<file path="src/rtl/cu_pkg.sv">
// Shared definitions for the control sequencer: opcodes, FSM states, IR field
// positions and ALU select bit positions (datapath ALU port order).
package cu_pkg;

    localparam logic [4:0] OP_ADD  = 5'b00011;
    localparam logic [4:0] OP_SUB  = 5'b00100;
    localparam logic [4:0] OP_AND  = 5'b00101;
    localparam logic [4:0] OP_OR   = 5'b00110;
    localparam logic [4:0] OP_SHR  = 5'b00111;
    localparam logic [4:0] OP_SHL  = 5'b01000;
    localparam logic [4:0] OP_ROR  = 5'b01001;
    localparam logic [4:0] OP_ROL  = 5'b01010;
    localparam logic [4:0] OP_MUL  = 5'b01110;
    localparam logic [4:0] OP_DIV  = 5'b01111;
    localparam logic [4:0] OP_NEG  = 5'b10000;
    localparam logic [4:0] OP_NOT  = 5'b10001;
    localparam logic [4:0] OP_NOP  = 5'b11010;
    localparam logic [4:0] OP_HALT = 5'b11011;

    localparam int OPC_HI = 31;
    localparam int OPC_LO = 27;
    localparam int RA_HI  = 26;
    localparam int RA_LO  = 23;
    localparam int RB_HI  = 22;
    localparam int RB_LO  = 19;
    localparam int RC_HI  = 18;
    localparam int RC_LO  = 15;

    localparam int ALU_W     = 13;
    localparam int ALU_AND   = 12;
    localparam int ALU_OR    = 11;
    localparam int ALU_ADD   = 10;
    localparam int ALU_SUB   = 9;
    localparam int ALU_MUL   = 8;
    localparam int ALU_DIV   = 7;
    localparam int ALU_SHR   = 6;
    localparam int ALU_SHL   = 5;
    localparam int ALU_ROR   = 4;
    localparam int ALU_ROL   = 3;
    localparam int ALU_NEG   = 2;
    localparam int ALU_NOT   = 1;
    localparam int ALU_INCPC = 0;

    // Wide enough for MULDIV_CYCLES-1 up to 31.
    localparam int CNT_W = 5;

    typedef enum logic [3:0] {
        ST_F0, ST_F1, ST_F2, ST_DEC, ST_EX1, ST_EX2, ST_EX3, ST_EX4, ST_HALT
    } state_t;

    typedef enum logic [2:0] {
        CLS_ALU2, CLS_MULDIV, CLS_UNARY, CLS_NOP, CLS_HALT, CLS_ILLEGAL
    } op_class_t;

    function automatic op_class_t op_class(input logic [4:0] op);
        op_class_t c;
        case (op)
            OP_ADD, OP_SUB, OP_AND, OP_OR,
            OP_SHR, OP_SHL, OP_ROR, OP_ROL: c = CLS_ALU2;
            OP_MUL, OP_DIV:                 c = CLS_MULDIV;
            OP_NEG, OP_NOT:                 c = CLS_UNARY;
            OP_NOP:                         c = CLS_NOP;
            OP_HALT:                        c = CLS_HALT;
            default:                        c = CLS_ILLEGAL;
        endcase
        return c;
    endfunction

    function automatic logic [ALU_W-1:0] alu_sel(input logic [4:0] op);
        logic [ALU_W-1:0] s;
        s = '0;
        case (op)
            OP_AND: s[ALU_AND] = 1'b1;
            OP_OR:  s[ALU_OR]  = 1'b1;
            OP_ADD: s[ALU_ADD] = 1'b1;
            OP_SUB: s[ALU_SUB] = 1'b1;
            OP_MUL: s[ALU_MUL] = 1'b1;
            OP_DIV: s[ALU_DIV] = 1'b1;
            OP_SHR: s[ALU_SHR] = 1'b1;
            OP_SHL: s[ALU_SHL] = 1'b1;
            OP_ROR: s[ALU_ROR] = 1'b1;
            OP_ROL: s[ALU_ROL] = 1'b1;
            OP_NEG: s[ALU_NEG] = 1'b1;
            OP_NOT: s[ALU_NOT] = 1'b1;
            default: s = '0;
        endcase
        return s;
    endfunction

endpackage

</file>
<file path="src/rtl/reg_sel_decode.sv">
// 4-bit register index plus enable to a 16-bit one-hot select.
module reg_sel_decode (
    input  logic [3:0]  idx_i,
    input  logic        en_i,
    output logic [15:0] onehot_o
);

    assign onehot_o = en_i ? (16'h0001 << idx_i) : 16'h0000;

endmodule

</file>
<file path="src/rtl/control_unit.sv">
// Hardwired fetch/decode/execute sequencer for the 32-bit bus datapath.
// Build option: define CU_ILLEGAL_TRAP_EN to halt on an unsupported opcode.
module control_unit
    import cu_pkg::*;
#(
    parameter int MULDIV_CYCLES = 1
) (
    input  logic              clk,
    input  logic              clear,
    input  logic [31:0]       ir,
    input  logic              mem_rdy,
    output logic [15:0]       reg_in,
    output logic [15:0]       reg_out,
    output logic              pc_out,
    output logic              pc_in,
    output logic              mar_in,
    output logic              ir_in,
    output logic              y_in,
    output logic              z_in,
    output logic              hi_in,
    output logic              lo_in,
    output logic              zhigh_out,
    output logic              zlow_out,
    output logic              mdr_out,
    output logic              mdr_in,
    output logic              read,
    output logic [ALU_W-1:0]  alu_op,
    output logic              halted,
    output logic              illegal
);

    localparam logic [CNT_W-1:0] CNT_LOAD = CNT_W'(MULDIV_CYCLES - 1);

    state_t           state_q;
    logic [CNT_W-1:0] cnt_q;
    logic             illegal_q;

    logic [4:0] opcode;
    logic [3:0] ra, rb, rc;
    op_class_t  cls;
    logic       unused_ir_bits;

    assign opcode         = ir[OPC_HI:OPC_LO];
    assign ra             = ir[RA_HI:RA_LO];
    assign rb             = ir[RB_HI:RB_LO];
    assign rc             = ir[RC_HI:RC_LO];
    assign cls            = op_class(opcode);
    assign unused_ir_bits = ^ir[RC_LO-1:0];

    always_ff @(posedge clk) begin
        if (clear) begin
            state_q   <= ST_F0;
            cnt_q     <= '0;
            illegal_q <= 1'b0;
        end else begin
            case (state_q)
                ST_F0:   state_q <= ST_F1;
                ST_F1:   if (mem_rdy) state_q <= ST_F2;
                ST_F2:   state_q <= ST_DEC;
                ST_DEC: begin
                    case (cls)
                        CLS_ALU2, CLS_MULDIV: state_q <= ST_EX1;
                        CLS_UNARY:            state_q <= ST_EX2;
                        CLS_HALT:             state_q <= ST_HALT;
                        CLS_ILLEGAL: begin
                            illegal_q <= 1'b1;
`ifdef CU_ILLEGAL_TRAP_EN
                            state_q   <= ST_HALT;
`else
                            state_q   <= ST_F0;
`endif
                        end
                        default:              state_q <= ST_F0;
                    endcase
                end
                ST_EX1: begin
                    state_q <= ST_EX2;
                    if (cls == CLS_MULDIV) cnt_q <= CNT_LOAD;
                end
                // MUL/DIV dwell here until the counter reaches zero.
                ST_EX2: begin
                    if (cls == CLS_MULDIV && cnt_q != '0) begin
                        cnt_q <= cnt_q - CNT_W'(1);
                    end else begin
                        state_q <= ST_EX3;
                    end
                end
                ST_EX3:  state_q <= (cls == CLS_MULDIV) ? ST_EX4 : ST_F0;
                ST_EX4:  state_q <= ST_F0;
                ST_HALT: state_q <= ST_HALT;
                default: state_q <= ST_F0;
            endcase
        end
    end

    logic       rout_en, rin_en;
    logic [3:0] rout_idx, rin_idx;

    always_comb begin
        rout_en   = 1'b0;
        rout_idx  = 4'd0;
        rin_en    = 1'b0;
        rin_idx   = 4'd0;
        pc_out    = 1'b0;
        pc_in     = 1'b0;
        mar_in    = 1'b0;
        ir_in     = 1'b0;
        y_in      = 1'b0;
        z_in      = 1'b0;
        hi_in     = 1'b0;
        lo_in     = 1'b0;
        zhigh_out = 1'b0;
        zlow_out  = 1'b0;
        mdr_out   = 1'b0;
        mdr_in    = 1'b0;
        read      = 1'b0;
        alu_op    = '0;
        if (!clear) begin
            case (state_q)
                ST_F0: begin
                    pc_out            = 1'b1;
                    mar_in            = 1'b1;
                    alu_op[ALU_INCPC] = 1'b1;
                    z_in              = 1'b1;
                end
                // Incremented PC and MDR are committed only on the exit cycle.
                ST_F1: begin
                    read     = 1'b1;
                    mdr_in   = mem_rdy;
                    pc_in    = mem_rdy;
                    zlow_out = mem_rdy;
                end
                ST_F2: begin
                    mdr_out = 1'b1;
                    ir_in   = 1'b1;
                end
                ST_EX1: begin
                    rout_en  = 1'b1;
                    rout_idx = (cls == CLS_MULDIV) ? ra : rb;
                    y_in     = 1'b1;
                end
                ST_EX2: begin
                    rout_en  = 1'b1;
                    rout_idx = (cls == CLS_ALU2) ? rc : rb;
                    alu_op   = alu_sel(opcode);
                    z_in     = 1'b1;
                end
                ST_EX3: begin
                    zlow_out = 1'b1;
                    if (cls == CLS_MULDIV) begin
                        lo_in = 1'b1;
                    end else begin
                        rin_en  = 1'b1;
                        rin_idx = ra;
                    end
                end
                ST_EX4: begin
                    zhigh_out = 1'b1;
                    hi_in     = 1'b1;
                end
                default: begin
                end
            endcase
        end
    end

    assign halted  = (state_q == ST_HALT);
    assign illegal = illegal_q;

    reg_sel_decode u_rin_dec (
        .idx_i    (rin_idx),
        .en_i     (rin_en),
        .onehot_o (reg_in)
    );

    reg_sel_decode u_rout_dec (
        .idx_i    (rout_idx),
        .en_i     (rout_en),
        .onehot_o (reg_out)
    );

endmodule

</file>
<file path="config.mk">
export PLATFORM = sky130hd
export DESIGN_NAME = control_unit
export DESIGN_NICKNAME = d
export VERILOG_FILES = /design/src/rtl/cu_pkg.sv /design/src/rtl/reg_sel_decode.sv /design/src/rtl/control_unit.sv
export SDC_FILE = /design/constraint.sdc
export NUM_CORES = 1
export LEC_CHECK = 0
export CELL_PAD_IN_SITES_DETAIL_PLACEMENT = 0
export CELL_PAD_IN_SITES_GLOBAL_PLACEMENT = 1
export CORE_MARGIN = 2
export CORE_UTILIZATION = 23
export CTS_CLUSTER_SIZE = 25
export DETAILED_ROUTE_END_ITERATION = 6
export GPL_TIMING_DRIVEN = 0
export PLACE_DENSITY = 0.8
export SLEW_MARGIN = 20
export SYNTH_ARGS = -nofsm -noshare
export SYNTH_HDL_FRONTEND = slang
export SYNTH_SLANG_ARGS = --single-unit
</file>
<file path="constraint.sdc">
create_clock -name clk -period 4.1 [get_ports clk]
set_clock_uncertainty 0.15 [all_clocks]
set_input_delay 1.23 -clock clk [delete_from_list [all_inputs] [get_ports clk]]
set_output_delay 1.23 -clock clk [all_outputs]
set_load 0.03 [all_outputs]
</file>
Word level (Yosys, flattened, before mapping):

Memory sizes are Yosys's and may differ from the RTL's.
Cells that the tools add are included.

* flip-flop bits (word level): 10
* bits in latches: 0
* RAM bits: 0
* memory bits (read-only): 96
* input port bits: 35
* output and inout port bits: 60
* logic and storage cells: 101
* memories: 1

* add/subtract/negate cells: 1
* multipliers: 0
* divide/modulo/power cells: 0
* $lt $le $gt $ge: 0
* equal/unequal tests: 28
* shift-type cells: 2
* multiplexer cells: 55
* bitwise logic cells: 0
* reductions and logical operators: 11

Memories
* (name not given): depth 32, bits a word 3, read ports 1, clocked after memory_dff 0, wr ports 0, line cu_pkg.sv:57 `case (op)`

Operators by type and width (number)
* $mux W1: 35
* $mux W16: 2
* $mux W4: 8
* $pmux W4 S8: 1
* $shl A1 B4 Y16 const A: 2
* $eq A5 B4 Y1 const B: 5
* $eq A5 B3 Y1 const B: 4
* $eq A4 B3 Y1 const B: 4
* $mux W13: 1
* $mux W12: 1
* $pmux W4 S3: 1
* $eq A5 B5 Y1 const B: 2
* $mux W5: 2
* $pmux W5 S2: 1
* $eq A4 B2 Y1 const B: 2
* $ne A2 B2 Y1 const B: 4
* $pmux W4 S2: 1
* $eq A3 B3 Y1 const B: 2
* $reduce_or A2 Y1: 3
* $eq A5 B2 Y1 const B: 1
* $reduce_bool A5 Y1: 1
* $sub A5 B1 Y5 const B: 1
* $eq A4 B1 Y1 const B: 1
* $eq A4 B4 Y1 const B: 1
* other kinds (10): 11

Logic depth before layout (Yosys ltp):

An unclocked memory read counts as a cell.

* depth in word-level cells: 7
* mapped depth: 8
* depth with buffers taken out: 7

Hierarchy:

A second synthesis with hierarchy kept.

* cells, all modules: 204
* area total of the unflattened synthesis: 1378.8 µm²

By module, submodules not included
* control_unit: instances 1, cells an instance 158, area an instance 1138.6 µm², seq. area each 200.2 µm²
* reg_sel_decode: instances 2, cells an instance 23, area an instance 120.1 µm², seq. area each 0.0 µm²

Worst setup path after synthesis:

No wires, ideal clock.

* kind: input -> output
* start: in ir[27]
* end: out reg_out[12]
* arrival: 3380 ps
* required time: 2720 ps
* slack: -660 ps
* cell stages on the path: 7
* path buffers: 2
* cell sequence: buf_2 > a21oi_1 > mux2_4 > mux2i_1 > o21ba_2 > buf_2 > nor4_1

* word-level cells in the longest chain between the ends: 7

Ends and longest elaborated chain
* from (decl): line control_unit.sv:10 `input logic [31:0] ir,`
* $mem_v2 Z32 W3 *
* $eq A3 B1 Y1 / $logic_not A3 Y1 (equally long branches): line control_unit.sv:139, control_unit.sv:144
* $mux W4, on equally long branches: line control_unit.sv:139, control_unit.sv:144
* $pmux W4 S2 *: line control_unit.sv:119 `case (state_q)`
* $mux W4 *: line control_unit.sv:118 `if (!clear) begin`
* $shl A1 B4 Y16 *: line reg_sel_decode.sv:8 `assign onehot_o = en_i ? (16'h0001 << idx_i) : 16'h0000;`
* $mux W16 *: line reg_sel_decode.sv:8
* to (decl): line control_unit.sv:13 `output logic [15:0] reg_out,`

Every way passes the cells marked *; elsewhere a longest branch is shown, timed or not.

Worst setup path in the final report:

* start: in ir[27]
* end: out reg_out[4]

Same word-level chain as after synthesis.

==> metrics <==
outcome=finished, violations left; failing checks=setup timing; worst-margin pin slew=493 ps; Multi-input gate area=1490 um^2; final wirelength=~5.5 mm; Final Hold Violating Endpoints=0; Layout Cells excl Fill=405; # fillers=573; worst hold endpoint=illegal$_SDFFE_PP0P_; die area=6820 um^2; # hold bufs at CTS=0; Final #Nets=368; Worst EP required=2720 ps; startpoint types=input port; HPWL after DPL=between 3 and 4 mm; #FFs+latches synth=10; Mapped Cells=between 200 and 250; mapped cell area=1420 um^2; Overall Power=roughly 500 uW; crit-path max FO=6; final core utilization=between 50% and 60%; io pins=95; Worst Min Path Start=illegal$_SDFFE_PP0P_; VDD IR-drop max=0.195 mV; initial core utilization=between 20% and 30%; syn nets=262; first-pass GRT wire length=8.86 mm; Area Growth Syn to Fin=113%; most common cell after layout, fill and taps aside=nor2_1; number of global-route vias before repair=around 1900; Sink Count=10; crit share post-route=104%; Bufs on Longest Clock Path=2; Final ANT Viol Nets=0; Pre-Repair DR Iteration Count=4; Mapped Avg Cell Area=6.31 um^2; DRC violations left=0; Max Freq=235 MHz; TNS Setup=-1320 ps; row cnt=28; Post-synth ARST share=0%; Final Wtd Congestion=about 0.77; DR iter-0 viols=45; Die X=82.6 um; Hold Path Class=reg2reg; CTS tree=yes; die height=around 83 um; final global-route overflow total=0; reg-to-reg slack, setup=between 2000 and 2500 ps; setup violators final=16; H-tree levels=1; Port Buffers=76; Via density=4.92; Total GRT Usage=16.2%; layout cells sized above 1=39.4%; CP max stage delay=400 ps; WHS Path Cells=2; RSZ-0062 raised after global routing=true; maxcap violations=0; Setup crit end kind=primary output; min Tclk post-route=roughly 4300 ps; largest net degree at the start of global routing=11; FF-to-FF End=cnt_q[2]$_SDFFE_PP0P_; Worst R2R Path Depth=7; clk slew on worst S/H paths=50 ps; CP max stage cell=mux2_4; ant diodes=0; Max Transition Viols Final=0; Pwr per Cell Area=167 nW/um^2; initial antenna violation count=0; Worst-Skew Late Latency=230 ps; Reg area=200 um^2; Hold Worst Slack=331 ps; library cells used by synthesis=50; Final Worst Setup Slack=-154 ps; Synth warnings=0; core area=roughly 6000 um^2; WP data arrival=~2900 ps; via count=1994; cells along the critical path=buf_12 -> a21oi_4 -> mux2_4 -> mux2i_4 -> o221ai_4 -> buf_6 -> nor4_4 -> buf_6; Synth Flop Type=dfxtp_1; Root Driver=clkbuf_8; most frequent CP cell=buf_6; most frequent cells in the layout=nor2_1, buf_6, buf_4; crit path kind=in2out; sequential area share after synthesis=14.1%; Reg-to-Reg Start=state_q[3]$_SDFFE_PP0P_; number of flops mapped to enable cells by yosys=0; leakage=0.00126 uW; Slew HR=67.1%; wire per inst=13.7 um; DP Cell Count=376; cts bufs inserted=3
==> sequential cells by signal, summed over array words and instances (netlist names) <==
register	cells
state_q	4
cnt_q	5
illegal	1
==> cell usage after synthesis (2+ instances only) <==
cell type | count | area, um^2
nor2_1 | 43 | 161
nand2_1 | 25 | 93.8
nor3_1 | 23 | 115
a21oi_1 | 14 | 70.1
nor4_1 | 11 | 68.8
dfxtp_1 | 10 | 200
inv_1 | 9 | 33.8
mux2i_1 | 8 | 80.1
buf_2 | 6 | 30.0
buf_4 | 6 | 45.0
clkbuf_1 | 6 | 22.5
nand3_1 | 6 | 30.0
nand2b_1 | 5 | 31.3
nor2b_1 | 4 | 25.0
a21o_1 | 3 | 22.5
o21ai_0 | 3 | 15.0
o21ba_2 | 3 | 30.0
buf_6 | 2 | 22.5
ha_1 | 2 | 25.0
nor4b_1 | 2 | 17.5
o21bai_1 | 2 | 15.0
o22ai_1 | 2 | 12.5
or3_1 | 2 | 12.5
or4_1 | 2 | 15.0
==> where the power goes <==
group	total (uW)	switching (uW)	internal, uW
combinational	278	158	120
clock	121	36.4	84.2
sequential	108	5.38	102
total	506	200	306
==> worst max path at each step <==
| stage | startpoint | to | slack (ps) | cells after the start |
|---|---|---|---|---|
| after floorplan | ir[27] | reg_out[12] | -130 | 6 |
| after global placement | ir[28] | reg_out[8] | -1390 | 8 |
| final | ir[27] | reg_out[4] | -150 | 8 |
| after CTS | ir[27] | reg_out[13] | -180 | 8 |
| after detailed placement | ir[28] | reg_out[8] | -1450 | 8 |
| after global routing | ir[27] | reg_out[4] | -200 | 8 |
==> area by class of cell <==
cell class / count / area share (%)
Multi-Input combinational cell: 185 / 49.2
Timing Repair Buffer: 103 / 33.2
Sequential cell: 10 / 6.61
Buffer: 19 / 5.00
Tap cell: 75 / 3.10
Clock buffer: 4 / 1.82
Inverter: 9 / 1.11
==> repair_timing <==
action	4_1_cts	5_1_grt
gates resized for setup	245	25
gates cloned	0	0
endpoints found under the hold margin	0	0
setup buffers	26	1
pin swaps	16	7
endpoints found under the setup margin	58	35
==> metal layers <==
layer | wire [um] | part of all wire (%) | track usage (%) | up-vias
li1 | - | - | - | 1013
met1 | 2420 | 44 | 20.1 | 913
met2 | 2740 | 49 | 29.5 | 60
met3 | 294 | 5.3 | 2.17 | 8
met4 | 78 | 1.4 | 3.61 | 0
met5 | 0 | 0 | 0 | -
==> cells by family after synthesis <==
group                    share of synthesized area [%]
buffers and inverters                             11.1
AO/OA/AOI/OAI                                     17.9
AND/OR/NAND/NOR                                   47.7
multiplexers                                      7.49
adder cells (fa/ha/maj)                           1.76
flip-flops                                        14.1
==> worst max-delay path: cells and delay by family <==
kind,cells,cell delay [ps]
AOI/OAI and AO/OA,2,310
buffers and inverters,3,440
muxes,2,600
and+or+nand+nor,1,280
==> per-stage QoR <==
stage                     setup WS (ps)  area [um^2]
after floorplan                    -131         1710
after global placement            -1390         2570
after detailed placement          -1450         2570
after CTS                          -183         3010
after global routing               -199         3030
final                              -154         3030
No activity file was read; power rests on OpenSTA's default activity.
